===== src/rtl/hazard_ctrl_if.sv =====
// Hazard-unit bundle between the 5-stage pipeline datapath (master) and hazard_ctrl (slave).
interface hazard_ctrl_if #(parameter int CNT_W = 32);
   logic [4:0]       Rs1D, Rs2D, Rs1E, Rs2E, RdE, RdM, RdW;
   logic             ResultSrcE0, RegWriteM, RegWriteW, PCSrcE;
   logic             MemReqM, dmem_ready, clr_cnt;
   logic [1:0]       ForwardAE, ForwardBE;
   logic             StallF, StallD, StallE, StallM;
   logic             FlushD, FlushE, FlushW;
   logic             mem_err;
   logic [CNT_W-1:0] stall_cnt, flush_cnt;

   modport master (
      output Rs1D, Rs2D, Rs1E, Rs2E, RdE, RdM, RdW,
      output ResultSrcE0, RegWriteM, RegWriteW, PCSrcE,
      output MemReqM, dmem_ready, clr_cnt,
      input  ForwardAE, ForwardBE, StallF, StallD, StallE, StallM,
      input  FlushD, FlushE, FlushW, mem_err, stall_cnt, flush_cnt
   );

   modport slave (
      input  Rs1D, Rs2D, Rs1E, Rs2E, RdE, RdM, RdW,
      input  ResultSrcE0, RegWriteM, RegWriteW, PCSrcE,
      input  MemReqM, dmem_ready, clr_cnt,
      output ForwardAE, ForwardBE, StallF, StallD, StallE, StallM,
      output FlushD, FlushE, FlushW, mem_err, stall_cnt, flush_cnt
   );
endinterface


===== src/rtl/hazard_ctrl.sv =====
// Pipeline hazard controller: EX forwarding, load-use / branch / data-memory-wait stall+flush,
// memory timeout FSM with sticky error, and saturating stall/flush counters.
module hazard_ctrl #(
   parameter int MEM_TIMEOUT = 16,
   parameter int CNT_W       = 32
) (
   input  logic         clk,
   input  logic         reset_n,
   hazard_ctrl_if.slave hz
);
   localparam int WCNT_W = $clog2(MEM_TIMEOUT + 1);

   typedef enum logic [1:0] {IDLE, WAIT, ERR} state_t;

   state_t            state_q, state_d;
   logic [WCNT_W-1:0] wcnt_q, wcnt_d;
   logic              mem_err_q, mem_err_d;
   logic [CNT_W-1:0]  stall_cnt_q, stall_cnt_d, flush_cnt_q, flush_cnt_d;

   logic mem_stall, lw_stall;
   logic stall_f, stall_d, stall_e, stall_m, flush_d, flush_e, flush_w;

   // MEM stage has priority: it holds the younger (more recent) write.
   function automatic logic [1:0] fwd_sel(input logic [4:0] rs, input logic wr_m,
                                          input logic [4:0] rd_m, input logic wr_w,
                                          input logic [4:0] rd_w);
      if (wr_m && rd_m != 5'd0 && rd_m == rs)      fwd_sel = 2'b10;
      else if (wr_w && rd_w != 5'd0 && rd_w == rs) fwd_sel = 2'b01;
      else                                         fwd_sel = 2'b00;
   endfunction

   assign hz.ForwardAE = fwd_sel(hz.Rs1E, hz.RegWriteM, hz.RdM, hz.RegWriteW, hz.RdW);
   assign hz.ForwardBE = fwd_sel(hz.Rs2E, hz.RegWriteM, hz.RdM, hz.RegWriteW, hz.RdW);

   assign lw_stall  = hz.ResultSrcE0 && hz.RdE != 5'd0 &&
                      (hz.RdE == hz.Rs1D || hz.RdE == hz.Rs2D) && !hz.PCSrcE;
   assign mem_stall = (state_q == ERR) ||
                      ((state_q == WAIT || state_q == IDLE) && hz.MemReqM && !hz.dmem_ready);

   // A branch seen during a memory stall is deferred: EX is frozen, so PCSrcE survives.
   always_comb begin
      stall_f = 1'b0; stall_d = 1'b0; stall_e = 1'b0; stall_m = 1'b0;
      flush_d = 1'b0; flush_e = 1'b0; flush_w = 1'b0;
      if (mem_stall) begin
         stall_f = 1'b1; stall_d = 1'b1; stall_e = 1'b1; stall_m = 1'b1;
         flush_w = 1'b1;
      end else if (hz.PCSrcE) begin
         flush_d = 1'b1; flush_e = 1'b1;
      end else if (lw_stall) begin
         stall_f = 1'b1; stall_d = 1'b1; flush_e = 1'b1;
      end
   end

   assign hz.StallF = stall_f;
   assign hz.StallD = stall_d;
   assign hz.StallE = stall_e;
   assign hz.StallM = stall_m;
   assign hz.FlushD = flush_d;
   assign hz.FlushE = flush_e;
   assign hz.FlushW = flush_w;

   always_comb begin
      state_d   = state_q;
      wcnt_d    = wcnt_q;
      mem_err_d = mem_err_q;
      case (state_q)
         IDLE: begin
            if (hz.MemReqM && !hz.dmem_ready) begin
               state_d = WAIT;
               wcnt_d  = WCNT_W'(1);
            end
         end
         WAIT: begin
            if (hz.dmem_ready || !hz.MemReqM) begin
               state_d = IDLE;
               wcnt_d  = '0;
            end else if (wcnt_q == WCNT_W'(MEM_TIMEOUT - 1)) begin
               state_d   = ERR;
               mem_err_d = 1'b1;
            end else begin
               wcnt_d = wcnt_q + WCNT_W'(1);
            end
         end
         ERR:     mem_err_d = 1'b1;
         default: state_d = IDLE;
      endcase
   end

   always_comb begin
      stall_cnt_d = stall_cnt_q;
      flush_cnt_d = flush_cnt_q;
      if (hz.clr_cnt) begin
         stall_cnt_d = '0;
         flush_cnt_d = '0;
      end else begin
         if (stall_f && stall_cnt_q != {CNT_W{1'b1}})
            stall_cnt_d = stall_cnt_q + CNT_W'(1);
         if (hz.PCSrcE && !mem_stall && flush_cnt_q != {CNT_W{1'b1}})
            flush_cnt_d = flush_cnt_q + CNT_W'(1);
      end
   end

   always_ff @(posedge clk or negedge reset_n) begin
      if (!reset_n) begin
         state_q     <= IDLE;
         wcnt_q      <= '0;
         mem_err_q   <= 1'b0;
         stall_cnt_q <= '0;
         flush_cnt_q <= '0;
      end else begin
         state_q     <= state_d;
         wcnt_q      <= wcnt_d;
         mem_err_q   <= mem_err_d;
         stall_cnt_q <= stall_cnt_d;
         flush_cnt_q <= flush_cnt_d;
      end
   end

   assign hz.mem_err   = mem_err_q;
   assign hz.stall_cnt = stall_cnt_q;
   assign hz.flush_cnt = flush_cnt_q;
endmodule


===== src/flat_wrapper.sv =====
// flat-port wrapper written by rule: the top's interface ports become plain ports
module hazard_ctrl_flat 
#(
   parameter int MEM_TIMEOUT = 16,
   parameter int CNT_W       = 32
)
  (clk, reset_n, hz_Rs1D, hz_Rs2D, hz_Rs1E, hz_Rs2E, hz_RdE, hz_RdM, hz_RdW, hz_ResultSrcE0, hz_RegWriteM, hz_RegWriteW, hz_PCSrcE, hz_MemReqM, hz_dmem_ready, hz_clr_cnt, hz_ForwardAE, hz_ForwardBE, hz_StallF, hz_StallD, hz_StallE, hz_StallM, hz_FlushD, hz_FlushE, hz_FlushW, hz_mem_err, hz_stall_cnt, hz_flush_cnt);
  hazard_ctrl_if #(.CNT_W(CNT_W)) hz_i ();
  input  logic clk;
  input  logic reset_n;
  input wire logic [$bits(hz_i.Rs1D)-1:0] hz_Rs1D;
  input wire logic [$bits(hz_i.Rs2D)-1:0] hz_Rs2D;
  input wire logic [$bits(hz_i.Rs1E)-1:0] hz_Rs1E;
  input wire logic [$bits(hz_i.Rs2E)-1:0] hz_Rs2E;
  input wire logic [$bits(hz_i.RdE)-1:0] hz_RdE;
  input wire logic [$bits(hz_i.RdM)-1:0] hz_RdM;
  input wire logic [$bits(hz_i.RdW)-1:0] hz_RdW;
  input wire logic [$bits(hz_i.ResultSrcE0)-1:0] hz_ResultSrcE0;
  input wire logic [$bits(hz_i.RegWriteM)-1:0] hz_RegWriteM;
  input wire logic [$bits(hz_i.RegWriteW)-1:0] hz_RegWriteW;
  input wire logic [$bits(hz_i.PCSrcE)-1:0] hz_PCSrcE;
  input wire logic [$bits(hz_i.MemReqM)-1:0] hz_MemReqM;
  input wire logic [$bits(hz_i.dmem_ready)-1:0] hz_dmem_ready;
  input wire logic [$bits(hz_i.clr_cnt)-1:0] hz_clr_cnt;
  output wire logic [$bits(hz_i.ForwardAE)-1:0] hz_ForwardAE;
  output wire logic [$bits(hz_i.ForwardBE)-1:0] hz_ForwardBE;
  output wire logic [$bits(hz_i.StallF)-1:0] hz_StallF;
  output wire logic [$bits(hz_i.StallD)-1:0] hz_StallD;
  output wire logic [$bits(hz_i.StallE)-1:0] hz_StallE;
  output wire logic [$bits(hz_i.StallM)-1:0] hz_StallM;
  output wire logic [$bits(hz_i.FlushD)-1:0] hz_FlushD;
  output wire logic [$bits(hz_i.FlushE)-1:0] hz_FlushE;
  output wire logic [$bits(hz_i.FlushW)-1:0] hz_FlushW;
  output wire logic [$bits(hz_i.mem_err)-1:0] hz_mem_err;
  output wire logic [$bits(hz_i.stall_cnt)-1:0] hz_stall_cnt;
  output wire logic [$bits(hz_i.flush_cnt)-1:0] hz_flush_cnt;
  assign hz_i.Rs1D = hz_Rs1D;
  assign hz_i.Rs2D = hz_Rs2D;
  assign hz_i.Rs1E = hz_Rs1E;
  assign hz_i.Rs2E = hz_Rs2E;
  assign hz_i.RdE = hz_RdE;
  assign hz_i.RdM = hz_RdM;
  assign hz_i.RdW = hz_RdW;
  assign hz_i.ResultSrcE0 = hz_ResultSrcE0;
  assign hz_i.RegWriteM = hz_RegWriteM;
  assign hz_i.RegWriteW = hz_RegWriteW;
  assign hz_i.PCSrcE = hz_PCSrcE;
  assign hz_i.MemReqM = hz_MemReqM;
  assign hz_i.dmem_ready = hz_dmem_ready;
  assign hz_i.clr_cnt = hz_clr_cnt;
  assign hz_ForwardAE = hz_i.ForwardAE;
  assign hz_ForwardBE = hz_i.ForwardBE;
  assign hz_StallF = hz_i.StallF;
  assign hz_StallD = hz_i.StallD;
  assign hz_StallE = hz_i.StallE;
  assign hz_StallM = hz_i.StallM;
  assign hz_FlushD = hz_i.FlushD;
  assign hz_FlushE = hz_i.FlushE;
  assign hz_FlushW = hz_i.FlushW;
  assign hz_mem_err = hz_i.mem_err;
  assign hz_stall_cnt = hz_i.stall_cnt;
  assign hz_flush_cnt = hz_i.flush_cnt;
  hazard_ctrl #(.MEM_TIMEOUT(MEM_TIMEOUT), .CNT_W(CNT_W)) u_core (.clk(clk), .reset_n(reset_n), .hz(hz_i));
endmodule

===== config.mk =====
export PLATFORM = sky130hd
export DESIGN_NAME = hazard_ctrl_flat
export DESIGN_NICKNAME = d
export VERILOG_FILES = /design/src/rtl/hazard_ctrl_if.sv /design/src/rtl/hazard_ctrl.sv /design/src/flat_wrapper.sv
export SDC_FILE = /design/constraint.sdc
export NUM_CORES = 1
export LEC_CHECK = 0
export BUFFER_PORTS_ARGS = -buffer_cell sky130_fd_sc_hd__buf_2
export CAP_MARGIN = 15
export CORE_ASPECT_RATIO = 1.75
export CORE_MARGIN = 2
export CORE_UTILIZATION = 40
export CTS_CLUSTER_SIZE = 10
export DETAILED_ROUTE_END_ITERATION = 7
export RECOVER_POWER = 25
export SYNTH_ARGS = -nofsm -noshare
export SYNTH_HDL_FRONTEND = slang
export SYNTH_SLANG_ARGS = --single-unit
export TNS_END_PERCENT = 50

===== constraint.sdc =====
create_clock -name clk -period 2.2 [get_ports clk]
set_clock_uncertainty 0.05 [all_clocks]
set_input_delay 0.11 -clock clk [delete_from_list [all_inputs] [get_ports clk]]
set_output_delay 0.11 -clock clk [all_outputs]
set_load 0.005 [all_outputs]

==> metrics.cfg <==
[global_route]
grt_pass1_wl_mm=21.1
grt_pass1_vias=4522
grt_max_degree=51
track_usage_pct=21.1
antenna_found_initial=0
grt_remaining_overflow=0

[finish]
multi_input_area_um2=2550
nFillCells=1056
mostFrequentLayoutCells=buf_2 (106), dfrtp_1 (72), buf_4 (54)
seq_area_um2=1800
fin_nets=710
final_common_cell=buf_2
instances_no_fill=799
syn_to_final_growth_pct=31.9
layout-drive-gt1-share_pct=31.0
diodes=0

[timing]
drv_slew=0
fin_crit_sh_pct=96.2
finalSetupTns_ns=0
rsz0062_at_grt=false
setup_viol=0
clock.fmax_mhz=473
period_minus_slack_ns=2.12
slew_headroom_pct=2.77
tightestPinTransition_ns=1.46
hold_viol=0

[die]
row_count=51
die_width_um=84.4
dieArea_um2=12200
io_pins=120
fp.dieH_um=145
core_area_um2=11100
start_util_pct=40.8

[flow_run]
max_cap_viol_count=0

[route]
drt_iter0_drc=154
via_count=4471
drtPass1Iterations=5
drc=0
wl_per_cell_um=16.1
postRouteAntennaNets=0
via_per_inst=5.60
drt_wl_total_mm=12.9

[setup_path]
path_cells=or3b_1 -> nand2_2 -> a31oi_4 -> buf_12 -> buf_4 -> or4_1 -> a21oi_1
worst-r2r-cell-count=7
end_kind=register
startpoint=u_core.state_q[1]
path_class=reg -> reg
r2r-end=u_core.hz.stall_cnt[14]
crit_fanout=29
r2r_slack_ns=0.08
crit_arrival_ns=2.32
critPathRequiredTime_ns=2.41
cp-start-kind=register
crit_end=u_core.hz.stall_cnt[14]
r2r_start=u_core.state_q[1]
slowest_stage=or4_1
max_stage_delay_ns=0.50

[yosys]
synth_area_um2=4530
synth-seq-cells=72
avgSynthCellArea_um2=9.10
ys.flop_type=dfrtp_1
async_reset_ff_share_pct=100
syn_nets=546
postSynthCellCount=498
synth_edf_count=0
yosysWarnings=0
yosysSeqAreaShare_pct=39.8
synth_cell_type_count=47

[clocking]
clk_pin_slew_worst_paths_ns=0.06
cts_root_buf=clkbuf_16
cts_buffer_depth=2
cts_made_buffers=9
clkSinkCount=72
insertion_delay_ns=0.33
cts_tree=done
h-tree-depth=3

[power]
ir_drop_mv=0.384
switching_share_pct=23.5
p_switching_uw=764
pwr-share-seq_pct=41.3
powerDensity_nw_per_um2=544
p_leak_uw=0.00264
p_int_uw=2480
power_frac_clock_pct=49.1
combPwrFrac_pct=9.6

[place]
portBuffers=119
gp_congestion=0.843
hpwl_mm=9.65
placed_cells=780

[outcome]
status=finished clean

[worst_hold_path]
hold_class=in -> reg

cells by family after synthesis:
group,Yosys count,share of synthesized area (%)
AOI/OAI and AO/OA,78,10.6
xor gates and xnor gates,57,11.0
DFF,72,39.8
buffers and inverters,36,4.59
and+or+nand+nor,244,30.6
adders and majority gates,4,1.11
muxes,7,2.32
power by group through the flow:
stage | sequential (µW) | clock (µW) | combinational, µW
after floorplan | 1370 | 0 | 150
after global placement | 1370 | 0 | 302
after detailed placement | 1370 | 0 | 311
after CTS | 1340 | 1610 | 313
after global routing | 1340 | 1670 | 349
final | 1340 | 1590 | 312
state kept, by name (all words and copies together) (netlist names):
signal               count
u_core.wcnt_q            5
u_core.hz.flush_cnt     32
u_core.hz.mem_err        1
u_core.hz.stall_cnt     32
u_core.state_q           2
per-layer routing:
| layer | routed length [µm] | share of wire (%) | track usage [%] | vias up |
|---|---|---|---|---|
| met2 | 7140 | 56 | 40.7 | 113 |
| li1 | - | - | - | 2154 |
| met3 | 513 | 4.0 | 3.57 | 21 |
| met5 | 0 | 0 | 0 | - |
| met4 | 263 | 2.0 | 8.10 | 0 |
| met1 | 4950 | 38 | 22.7 | 2183 |
worst min path at each step:
stage / start / cells past startpoint / end / slack [ns]
2_1_floorplan: reset_n / 0 / u_core.hz.flush_cnt[0] / -0.24
3_3_place_gp: reset_n / 1 / u_core.hz.stall_cnt[25] / 0.09
3_5_place_dp: reset_n / 1 / u_core.hz.stall_cnt[26] / 0.1
4_1_cts: hz_dmem_ready / 4 / u_core.state_q[0] / 0.11
5_1_grt: hz_dmem_ready / 4 / u_core.state_q[0] / 0.14
6_report: hz_dmem_ready / 4 / u_core.state_q[0] / 0.14
per-stage QoR:
step | util, % | setup WS, ns | cell area [µm²] | hold WS [ns] | total power [µW]
after floorplan | - | 0.123 | 4530 | -0.236 | 1520
after global placement | 50.5 | 0.119 | 5610 | 0.0894 | 1670
after detailed placement | 50.5 | 0.0788 | 5610 | 0.0959 | 1680
after CTS | 53.5 | 0.0532 | 5940 | 0.107 | 3270
after global routing | 53.8 | 0.00585 | 5970 | 0.138 | 3360
final | 53.8 | 0.0846 | 5970 | 0.137 | 3250
synth_stat cells, types with 2 or more instances:
cell type | count | area (µm²)
nand2b_1 | 2 | 12.5
nor2_1 | 45 | 169
nand3_1 | 35 | 175
xor2_1 | 15 | 131
and4_1 | 8 | 70.1
and3_1 | 8 | 50.1
o211ai_1 | 2 | 15.0
o31ai_1 | 22 | 165
nor3_1 | 26 | 130
nor2b_1 | 8 | 50.1
nand4_1 | 13 | 81.3
mux2_4 | 7 | 105
nor3b_1 | 3 | 22.5
nor3_2 | 2 | 20.0
and2_1 | 2 | 12.5
dfrtp_1 | 72 | 1800
buf_6 | 7 | 78.8
nand4b_1 | 2 | 17.5
o21ai_0 | 12 | 60.1
buf_2 | 4 | 20.0
nor4_1 | 9 | 56.3
nor4b_1 | 3 | 26.3
xnor2_1 | 42 | 368
ha_1 | 4 | 50.1
or3_1 | 6 | 37.5
a21oi_1 | 34 | 170
clkbuf_1 | 11 | 41.3
o21ai_1 | 4 | 20.0
inv_1 | 9 | 33.8
nand2_1 | 35 | 131
or4_1 | 26 | 195
nand3b_1 | 2 | 15.0
buf_4 | 4 | 30.0
worst max-delay path: cells and delay by family, from the launching register on:
kind	cells	cell delay [ns]
simple gates	3	1.04
buf+inv	2	0.35
flops	1	0.39
compound gates	2	0.21
repair_timing:
item                                    in CTS  in global routing
endpoints found under the setup margin       0                 16
setup buffers                                0                  2
hold endpoints to repair                    22                  0
hold buffers                                 1                  0
gates resized for setup                      0                  8
cell type report:
| type | count | area share (%) |
|---|---|---|
| multi-input combinational | 390 | 42.7 |
| sequential | 72 | 30.2 |
| timing repair buffer | 179 | 18.3 |
| clock buffer | 10 | 4.00 |
| tap | 132 | 2.76 |
| clock inverter | 6 | 1.38 |
| inverter | 10 | 0.628 |
Note: power is estimated with default switching activity, not from simulation.
